### src/rtl/int_stimulus_gen.sv
// Multi-channel interrupt injector: each channel watches the CPU PC for its target,
// optionally waits DELAY cycles, then holds a request until acked (level) or for PULSE_W cycles (pulse).
module int_stimulus_gen #(
   parameter int unsigned       NCH        = 2,
   parameter logic [NCH*32-1:0] TARGET_PCS = {32'h3020, 32'h3010},
   parameter int unsigned       FIRE_LIMIT = 1,
   parameter int unsigned       DELAY      = 0,
   parameter int unsigned       MODE       = 0,
   parameter int unsigned       PULSE_W    = 1,
   parameter logic [31:0]       ACK_ADDR   = 32'h7f20,
   parameter int unsigned       TIMEOUT    = 1024
) (
   input  logic             clk,
   input  logic             reset,
   input  logic             enable,
   input  logic [31:0]      macroscopic_pc,
   input  logic [31:0]      m_int_addr,
   input  logic [3:0]       m_int_byteen,
   output logic [NCH-1:0]   int_vec,
   output logic             interrupt,
   output logic [NCH*8-1:0] fire_cnt,
   output logic [NCH-1:0]   timeout_err,
   output logic             busy,
   output logic [NCH*2-1:0] dbg_state
);

   typedef enum logic [1:0] {
      ST_IDLE   = 2'd0,
      ST_WAIT   = 2'd1,
      ST_ASSERT = 2'd2
   } state_e;

   logic [31:0]    pc_w;
   logic [31:0]    addr_w;
   logic           store_w;
   logic [NCH-1:0] busy_w;

   assign pc_w    = macroscopic_pc & 32'hffff_fffc;
   assign addr_w  = m_int_addr & 32'hffff_fffc;
   assign store_w = |m_int_byteen;

   for (genvar i = 0; i < NCH; i++) begin : g_ch
      localparam logic [31:0] TARGET = TARGET_PCS[32*i +: 32];
      localparam logic [31:0] ACK_I  = ACK_ADDR + 32'(4 * i);

      state_e      state_q, state_d;
      logic [7:0]  dcnt_q, dcnt_d;
      logic [7:0]  fcnt_q, fcnt_d;
      logic [31:0] tcnt_q, tcnt_d;
      logic        armed_q, armed_d;
      logic        terr_q, terr_d;
      logic        ivec_q, ivec_d;
      logic        busy_bit;
      logic        pc_hit, under_limit, match, ack_ok, tmo_hit, pulse_done;

      assign pc_hit      = (pc_w == TARGET);
      assign under_limit = (FIRE_LIMIT == 0) || (32'(fcnt_q) < FIRE_LIMIT);
      assign match       = enable && armed_q && pc_hit && under_limit;
      // Only acks seen while the request is already visible count.
      assign ack_ok      = store_w && (addr_w == ACK_I) && ivec_q;
      assign tmo_hit     = (MODE == 0) && (TIMEOUT != 0) && (tcnt_q == TIMEOUT - 1);
      assign pulse_done  = (tcnt_q == PULSE_W - 1);

      always_ff @(posedge clk) begin
         if (reset) begin
            state_q <= ST_IDLE;
            dcnt_q  <= '0;
            fcnt_q  <= '0;
            tcnt_q  <= '0;
            armed_q <= 1'b1;
            terr_q  <= 1'b0;
            ivec_q  <= 1'b0;
         end else begin
            state_q <= state_d;
            dcnt_q  <= dcnt_d;
            fcnt_q  <= fcnt_d;
            tcnt_q  <= tcnt_d;
            armed_q <= armed_d;
            terr_q  <= terr_d;
            ivec_q  <= ivec_d;
         end
      end

      always_comb begin
         state_d = state_q;
         case (state_q)
            ST_IDLE:   if (match) state_d = (DELAY == 0) ? ST_ASSERT : ST_WAIT;
            ST_WAIT:   if (dcnt_q == 8'd1) state_d = ST_ASSERT;
            ST_ASSERT: begin
               if (MODE == 1) begin
                  if (pulse_done) state_d = ST_IDLE;
               end else if (ack_ok || tmo_hit) begin
                  state_d = ST_IDLE;
               end
            end
            default:   state_d = ST_IDLE;
         endcase
      end

      always_comb begin
         dcnt_d  = dcnt_q;
         tcnt_d  = tcnt_q;
         fcnt_d  = fcnt_q;
         terr_d  = terr_q;
         armed_d = armed_q;
         if (!pc_hit) armed_d = 1'b1;
         else if (match) armed_d = 1'b0;
         if (state_q == ST_IDLE && state_d == ST_WAIT) dcnt_d = 8'(DELAY);
         else if (state_q == ST_WAIT) dcnt_d = dcnt_q - 8'd1;
         if (state_q != ST_ASSERT && state_d == ST_ASSERT) begin
            tcnt_d = '0;
            if (fcnt_q != 8'hff) fcnt_d = fcnt_q + 8'd1;
         end else if (state_q == ST_ASSERT) begin
            tcnt_d = tcnt_q + 32'd1;
         end
         // An ack landing on the timeout cycle wins; no error is flagged.
         if (state_q == ST_ASSERT && tmo_hit && !ack_ok) terr_d = 1'b1;
      end

      always_comb begin
         ivec_d   = (state_q == ST_ASSERT);
         busy_bit = (state_q != ST_IDLE);
      end

      assign int_vec[i]           = ivec_q;
      assign fire_cnt[8*i +: 8]   = fcnt_q;
      assign timeout_err[i]       = terr_q;
      assign dbg_state[2*i +: 2]  = state_q;
      assign busy_w[i]            = busy_bit;
   end

   assign interrupt = |int_vec;
   assign busy      = |busy_w;

endmodule
### config.mk
export PLATFORM = sky130hd
export DESIGN_NAME = int_stimulus_gen
export DESIGN_NICKNAME = d
export VERILOG_FILES = /design/src/rtl/int_stimulus_gen.sv
export SDC_FILE = /design/constraint.sdc
export NUM_CORES = 1
export LEC_CHECK = 0
export BUFFER_PORTS_ARGS = -buffer_cell sky130_fd_sc_hd__buf_4
export CORE_MARGIN = 5
export CORE_UTILIZATION = 35
export DETAILED_ROUTE_END_ITERATION = 10
export GPL_TIMING_DRIVEN = 0
export MAX_ROUTING_LAYER = met4
export PLACE_DENSITY = 0.57
export SLEW_MARGIN = 5
export SYNTH_ARGS = -nofsm -noshare
export SYNTH_HDL_FRONTEND = slang
export SYNTH_SLANG_ARGS = --single-unit
### constraint.sdc
create_clock -name clk -period 5.7 [get_ports clk]
set_input_delay 1.14 -clock clk [delete_from_list [all_inputs] [get_ports clk]]
set_output_delay 1.14 -clock clk [all_outputs]
set_load 0.05 [all_outputs]
==> results of run 1 <==
-- state kept, by name (all words and copies together) (netlist names) --
register,cells
g_ch.tcnt_q,64
g_ch.dcnt_q,16
g_ch.fcnt_q,16
g_ch.state_q,4
g_ch.armed_q,2
g_ch.ivec_q,2
g_ch.terr_q,2
-- critical path: cells and delay by family --
| kind | cells | cell delay (ps) |
|---|---|---|
| buffers and inverters | 3 | 470 |
| and+or+nand+nor | 5 | 1410 |
-- kinds of logic after synthesis --
| kind of cell | Yosys count |
|---|---|
| AOI/OAI and AO/OA | 38 |
| muxes | 2 |
| DFF | 106 |
| adders and majority gates | 10 |
| and+or+nand+nor | 326 |
| buffers and inverters | 49 |
| xor gates and xnor gates | 77 |
-- power groups by stage --
stage               Sequential, mW  Combinational (mW)  Clock, mW
detailed placement           0.757              0.0640          0
global route                 0.740              0.0692      0.630
CTS                          0.740              0.0641      0.598
floorplan                    0.757              0.0199          0
global placement             0.757              0.0631          0
finish                       0.740              0.0637      0.574
-- routing by layer --
layer | share of wire | vias to the layer above | routed length (µm)
li1 | - | 2345 | -
met4 | 0.010 | 0 | 133
met3 | 0.026 | 11 | 339
met1 | 0.47 | 2167 | 6010
met5 | 0 | - | 0
met2 | 0.49 | 48 | 6340
-- Yosys cell counts, types with 5 or more instances --
library cell	n
a21oi_1	11
and3_1	7
and4_1	11
buf_2	9
buf_4	7
clkbuf_1	7
dfxtp_1	106
ha_1	10
inv_1	21
nand2_1	37
nand2b_1	6
nand3_1	31
nand3b_1	5
nand4_1	28
nor2_1	101
nor2b_1	6
nor3_1	15
nor3_2	5
nor4_1	28
o21ai_0	7
or3_1	7
xnor2_1	43
xor2_1	34
-- area by class of cell --
cell class / count / area, µm²
fill: 1468 / 8550
clock inverter: 4 / 26.3
sequential: 106 / 2120
buffer: 28 / 171
tap: 188 / 235
multi-input combinational: 453 / 2920
timing repair buffer: 92 / 691
inverter: 21 / 78.8
clock buffer: 11 / 243
-- layout by cell type, fill, tap and decap left out, drive strengths merged, types with 7 or more instances in the layout --
cell    instances
buf           111
nand3          31
nor2          102
a21oi          11
dfxtp         106
nor4           33
nand4          30
clkbuf         20
nand2          38
inv            22
and4           11
and3            8
nor3           20
or3             7
xor2           34
o21ai           7
xnor2          43
nand2b          7
ha             10
-- how the worst max path moves through the flow --
| stage | slack (ps) | cells past startpoint | from | end |
|---|---|---|---|---|
| after floorplan | 3070 | 7 | macroscopic_pc[14] | g_ch[1].tcnt_q[7]$_SDFFE_PP0P_ |
| after global placement | 2560 | 8 | macroscopic_pc[15] | g_ch[1].tcnt_q[20]$_SDFFE_PP0P_ |
| after detailed placement | 2540 | 8 | macroscopic_pc[15] | g_ch[1].tcnt_q[5]$_SDFFE_PP0P_ |
| after CTS | 2910 | 8 | macroscopic_pc[15] | g_ch[1].tcnt_q[5]$_SDFFE_PP0P_ |
| after global routing | 2760 | 8 | macroscopic_pc[3] | g_ch[1].tcnt_q[5]$_SDFFE_PP0P_ |
| final | 2900 | 8 | macroscopic_pc[15] | g_ch[1].tcnt_q[15]$_SDFFE_PP0P_ |
==> out/qor.csv, run 1 <==
metric,value,unit
CTS Buf Count,9,
WP data arrival,3040,ps
Detail Route Antenna Nets,0,
Hold Startpoint,g_ch[1].tcnt_q[1]$_SDFFE_PP0P_,
Slew Limit Fails,0,
FF-to-FF path depth,9,
Starting Density,0.352,
"FFs w/ async S/R, synth",0,
Root Driver,clkbuf_16,
initial antenna violation count,0,
Max Cap Viol,0,
HPWL Detailed,9740,µm
nets,792,
Die Span X,133,µm
DR iter-0 viols,271,
via count,4571,
Worst Hold Endpoint,g_ch[1].tcnt_q[1]$_SDFFE_PP0P_,
area share of and/or/nand/nor cells after synthesis,0.346,
Inst Count DP,888,
H-tree Lvls,3,
proportion of layout cells with a drive suffix above 1,0.210,
I/O pin total,97,
r2r endpoint,g_ch[0].tcnt_q[20]$_SDFFE_PP0P_,
count of different cell masters after synthesis,64,
Seq pwr share,0.537,
CP endpoint kind,flip-flop,
Global Route met1 Usage,0.189,
post-place instance area,0.00621,mm²
Worst-Skew Late Latency,350,ps
"slowest stage delay, CP",510,ps
Tot GR Track Use,0.151,
Worst VDD drop,0.152,mV
crit path time final,2800,ps
CP Class,input pin to flip-flop,
CTS tree,yes,
Mapped Nets,689,
NetSw,0.294,mW
crit-path cells,buf_4 -> nor4bb_1 -> nand4_1 -> nor4_4 -> or3_1 -> buf_2 -> buf_4 -> nor2_1,
hold depth,2,
Int Pwr,1.08,mW
mux share of post-synthesis cell area,0.00379,
placeable core area,0.0150,mm²
P&R area growth vs syn,22.6,%
clock sinks,106,
post-route cell area,0.00648,mm²
top cell type by total area after synthesis,dfxtp_1,
Die Ht,133,µm
Ant. Diodes,0,
status,"complete, no violations",
cell count after synthesis,608,
Global Route met2 Usage,0.250,
pwr/cell area,213,mW/mm²
Fmax achieved,357,MHz
vias in the first global route,4456,
drt pass-1 iters,4,
WP data required,5940,ps
"Seq/Total Area, Yosys",0.401,
final critical-path share of the clock period,0.492,
Yosys warnings,0,
Compound-Gate Fraction of Synth Area,0.0502,
Final TNS setup,0,ps
post-place setup slack,2540,ps
Gate power share,0.046,
total gr overflow,0,
worst hold path class,flip-flop to flip-flop,
Sw Share,0.214,
CP max stage cell,nor4_4,
CTS Buffer Depth,2,
worst-margin pin slew,684,ps
Pwr Total,1.38,mW
final hold vios,0,
Startpoint Class,input pin,
worst hold slack,474,ps
number of port buffers,92,
Final Util,0.431,
post-synth top area share,0.401,
"EDFF count, synth",0,
synthesized area,0.00529,mm²
wire per inst,14.2,µm
Residual DRC,0,
Crit Path Max Fanout,10,
die area,0.0177,mm²
RSZ-0062 raised after global routing,false,
Leak,2.41,nW
Synth area leaders,"dfxtp_1 40%, nor2_1 7.2%, xnor2_1 7.1%",
Post-CTS Hold Fix Bufs,0,
Seq cells post-synth,106,
worst setup margin,2900,ps
clock power share,0.417,
largest net degree at the start of global routing,17,
routability congestion estimate,0.878,
Std-Cell Rows,45,
Worst R2R Start,g_ch[0].fcnt_q[0]$_SDFFE_PP0P_,
clk_skew,11.9,ps
Synth Area in Adders,0.0237,
Slew Limit Headroom,0.540,
Post-Synth XOR/XNOR Area,0.128,
Worst-path clk slew,60,ps
post-CTS setup buffers,0,
grt met3 use,0.0365,
Final setup viols,0,
first-pass GRT wire length,21600,µm
ys flop type,dfxtp_1,
via/cell ratio,5.06,
cell mode on critical path,buf_4,
cts repair resizes,0,
busiest grt layer,met2,
Worst R2R Setup Slack,3570,ps
WL final,12800,µm
largest family of logic cells by synthesized area,simple AND/OR/NAND/NOR gates,
final std cells w/o fill,903,
Avg Inst Size Synth,8.70,µm²
Power figures use the tool's default switching activity.
==> inputs of run 2 (changes only) <==
--- a/config.mk
+++ b/config.mk
@@ -11,7 +11,7 @@
 export DETAILED_ROUTE_END_ITERATION = 10
 export GPL_TIMING_DRIVEN = 0
 export MAX_ROUTING_LAYER = met4
-export PLACE_DENSITY = 0.57
+export PLACE_DENSITY = 0.59
 export SLEW_MARGIN = 5
 export SYNTH_ARGS = -nofsm -noshare
 export SYNTH_HDL_FRONTEND = slang
==> constraint.sdc (replaced) <==
create_clock -name clk -period 2.45 [get_ports clk]
set_input_delay 0.49 -clock clk [delete_from_list [all_inputs] [get_ports clk]]
set_output_delay 0.49 -clock clk [all_outputs]
set_load 0.05 [all_outputs]
==> run 2 against run 1 <==
Non-clock buffer count did not move; final cell count rose by 0.11%; power rose by 140%; setup slack got worse by 2700 ps; critical endpoint is now g_ch[1].tcnt_q[10]$_SDFFE_PP0P_; largest power group unchanged; sequential share of layout area fell by 0.18 points; clock skew fell by 2.0 ps; critical path type unchanged.
==> out/qor.csv, run 2 (synthesis gave the netlist of run 1 again) <==
metric,value,unit,change
HPWL Detailed,9900,µm,+1.6%
final hold vios,0,,unchanged
initial antenna violation count,0,,unchanged
Pwr Total,3.34,mW,+140%
nets,792,,unchanged
Ant. Diodes,0,,unchanged
Max Cap Viol,0,,unchanged
pwr/cell area,513,mW/mm²,+140%
clk_skew,9.90,ps,-2.03 ps
H-tree Lvls,3,,unchanged
WP data required,2690,ps,-3250 ps
Slew Limit Headroom,0.585,,+0.0456
Largest register FFs,64,,unchanged
final critical-path share of the clock period,0.906,,
P&R area growth vs syn,23.3,%,
I/O pin total,97,,unchanged
wire per inst,14.6,µm,+2.6%
Fmax achieved,451,MHz,
drt pass-1 iters,4,,unchanged
Largest regs,"g_ch.tcnt_q (64), g_ch.dcnt_q (16), g_ch.fcnt_q (16)",,
CP endpoint kind,flip-flop,,
crit path time final,2220,ps,
vias in the first global route,4644,,+4.2%
Worst-path clk slew,70,ps,about the same
status,"complete, no violations",,
Residual DRC,0,,unchanged
Crit Path Max Fanout,10,,unchanged
post-CTS setup buffers,0,,unchanged
Die Span X,133,µm,unchanged
worst hold path class,input pin to flip-flop,,
final std cells w/o fill,904,,+0.11%
CP Class,input pin to flip-flop,,
Inst Count DP,888,,unchanged
Die Ht,133,µm,unchanged
CTS Buffer Depth,2,,unchanged
number of port buffers,92,,unchanged
cts repair resizes,0,,unchanged
worst-margin pin slew,617,ps,-67.7 ps
first-pass GRT wire length,22100,µm,+2.5%
Biggest register,g_ch.tcnt_q,,
Std-Cell Rows,45,,unchanged
placeable core area,0.0150,mm²,unchanged
proportion of layout cells with a drive suffix above 1,0.212,,+0.00250
"commonest cells after routing, fill and taps aside","106 x dfxtp_1, 101 x nor2_1, 99 x buf_4",,
DR iter-0 viols,137,,-49%
total gr overflow,0,,unchanged
Starting Density,0.352,,unchanged
Post-CTS Hold Fix Bufs,0,,unchanged
Final setup viols,0,,unchanged
Worst-Skew Late Latency,350,ps,about the same
Startpoint Class,input pin,,
Slew Limit Fails,0,,unchanged
Leak,2.43,nW,+0.93%
largest net degree at the start of global routing,18,,+1
worst setup margin,231,ps,-2670 ps
Detail Route Antenna Nets,0,,unchanged
Root Driver,clkbuf_16,,
via/cell ratio,5.19,,+2.5%
post-place setup slack,-131,ps,-2680 ps
Final Util,0.434,,+0.00233
die area,0.0177,mm²,unchanged
routability congestion estimate,0.914,,+4.2%
clock sinks,106,,unchanged
CTS Buf Count,9,,unchanged
WL final,13200,µm,+2.7%
Tot GR Track Use,0.155,,+0.00313
WP data arrival,2460,ps,-580 ps
RSZ-0062 raised after global routing,false,,
Worst VDD drop,0.372,mV,+140%
CTS tree,yes,,
"most common cell after layout, fill and taps aside",dfxtp_1,,
via count,4691,,+2.6%
## run 2: cell type report
cell class                 count  area (µm²)
inverter                      21        78.8
tap                          188         235
clock inverter                 6        65.1
timing repair buffer          92         691
buffer                        28         171
multi-input combinational    453        2920
fill                        1497        8520
clock buffer                  10         239
sequential                   106        2120
## run 2: report_power, final
part / switching, mW / total, mW / internal, mW
clock: 0.650 / 1.47 / 0.824
combinational: 0.0598 / 0.146 / 0.0866
sequential: 0.000000000239 / 1.72 / 1.72
## run 2: layer usage
layer | vias up | part of all wire | wire (µm) | global-route usage
met3 | 22 | 0.034 | 442 | 0.0395
met4 | 0 | 0.020 | 270 | 0.0514
met2 | 80 | 0.49 | 6440 | 0.247
li1 | 2346 | - | - | -
met1 | 2243 | 0.46 | 6020 | 0.190
met5 | - | 0 | 0 | -
## run 2: worst paths after layout
kind | cells after the start | startpoint | endpoint | slack, ps
hold / removal | 2 | macroscopic_pc[5] | g_ch[0].armed_q$_SDFFE_PP1P_ | 360
hold reg to reg | 2 | g_ch[1].tcnt_q[1]$_SDFFE_PP0P_ | g_ch[1].tcnt_q[1]$_SDFFE_PP0P_ | 480
setup / recovery | 8 | macroscopic_pc[15] | g_ch[1].tcnt_q[10]$_SDFFE_PP0P_ | 230
setup reg to reg | 9 | g_ch[0].fcnt_q[0]$_SDFFE_PP0P_ | g_ch[0].tcnt_q[8]$_SDFFE_PP0P_ | 280
## run 2: per-stage QoR
step | cell area [µm²] | TNS, ps | hold WS, ps
floorplan | 5290 | 0 | 426
global placement | 6210 | -3160 | 462
detailed placement | 6210 | -3970 | 473
CTS | 6520 | 0 | 341
global route | 6520 | 0 | 339
finish | 6520 | 0 | 362
## run 2: critical path, cell delays in order
cell	delay [ps]
buf_4	100
nor4bb_1	360
nand4_1	360
nor4_4	540
or3_1	180
buf_2	160
buf_4	190
nor2_1	70
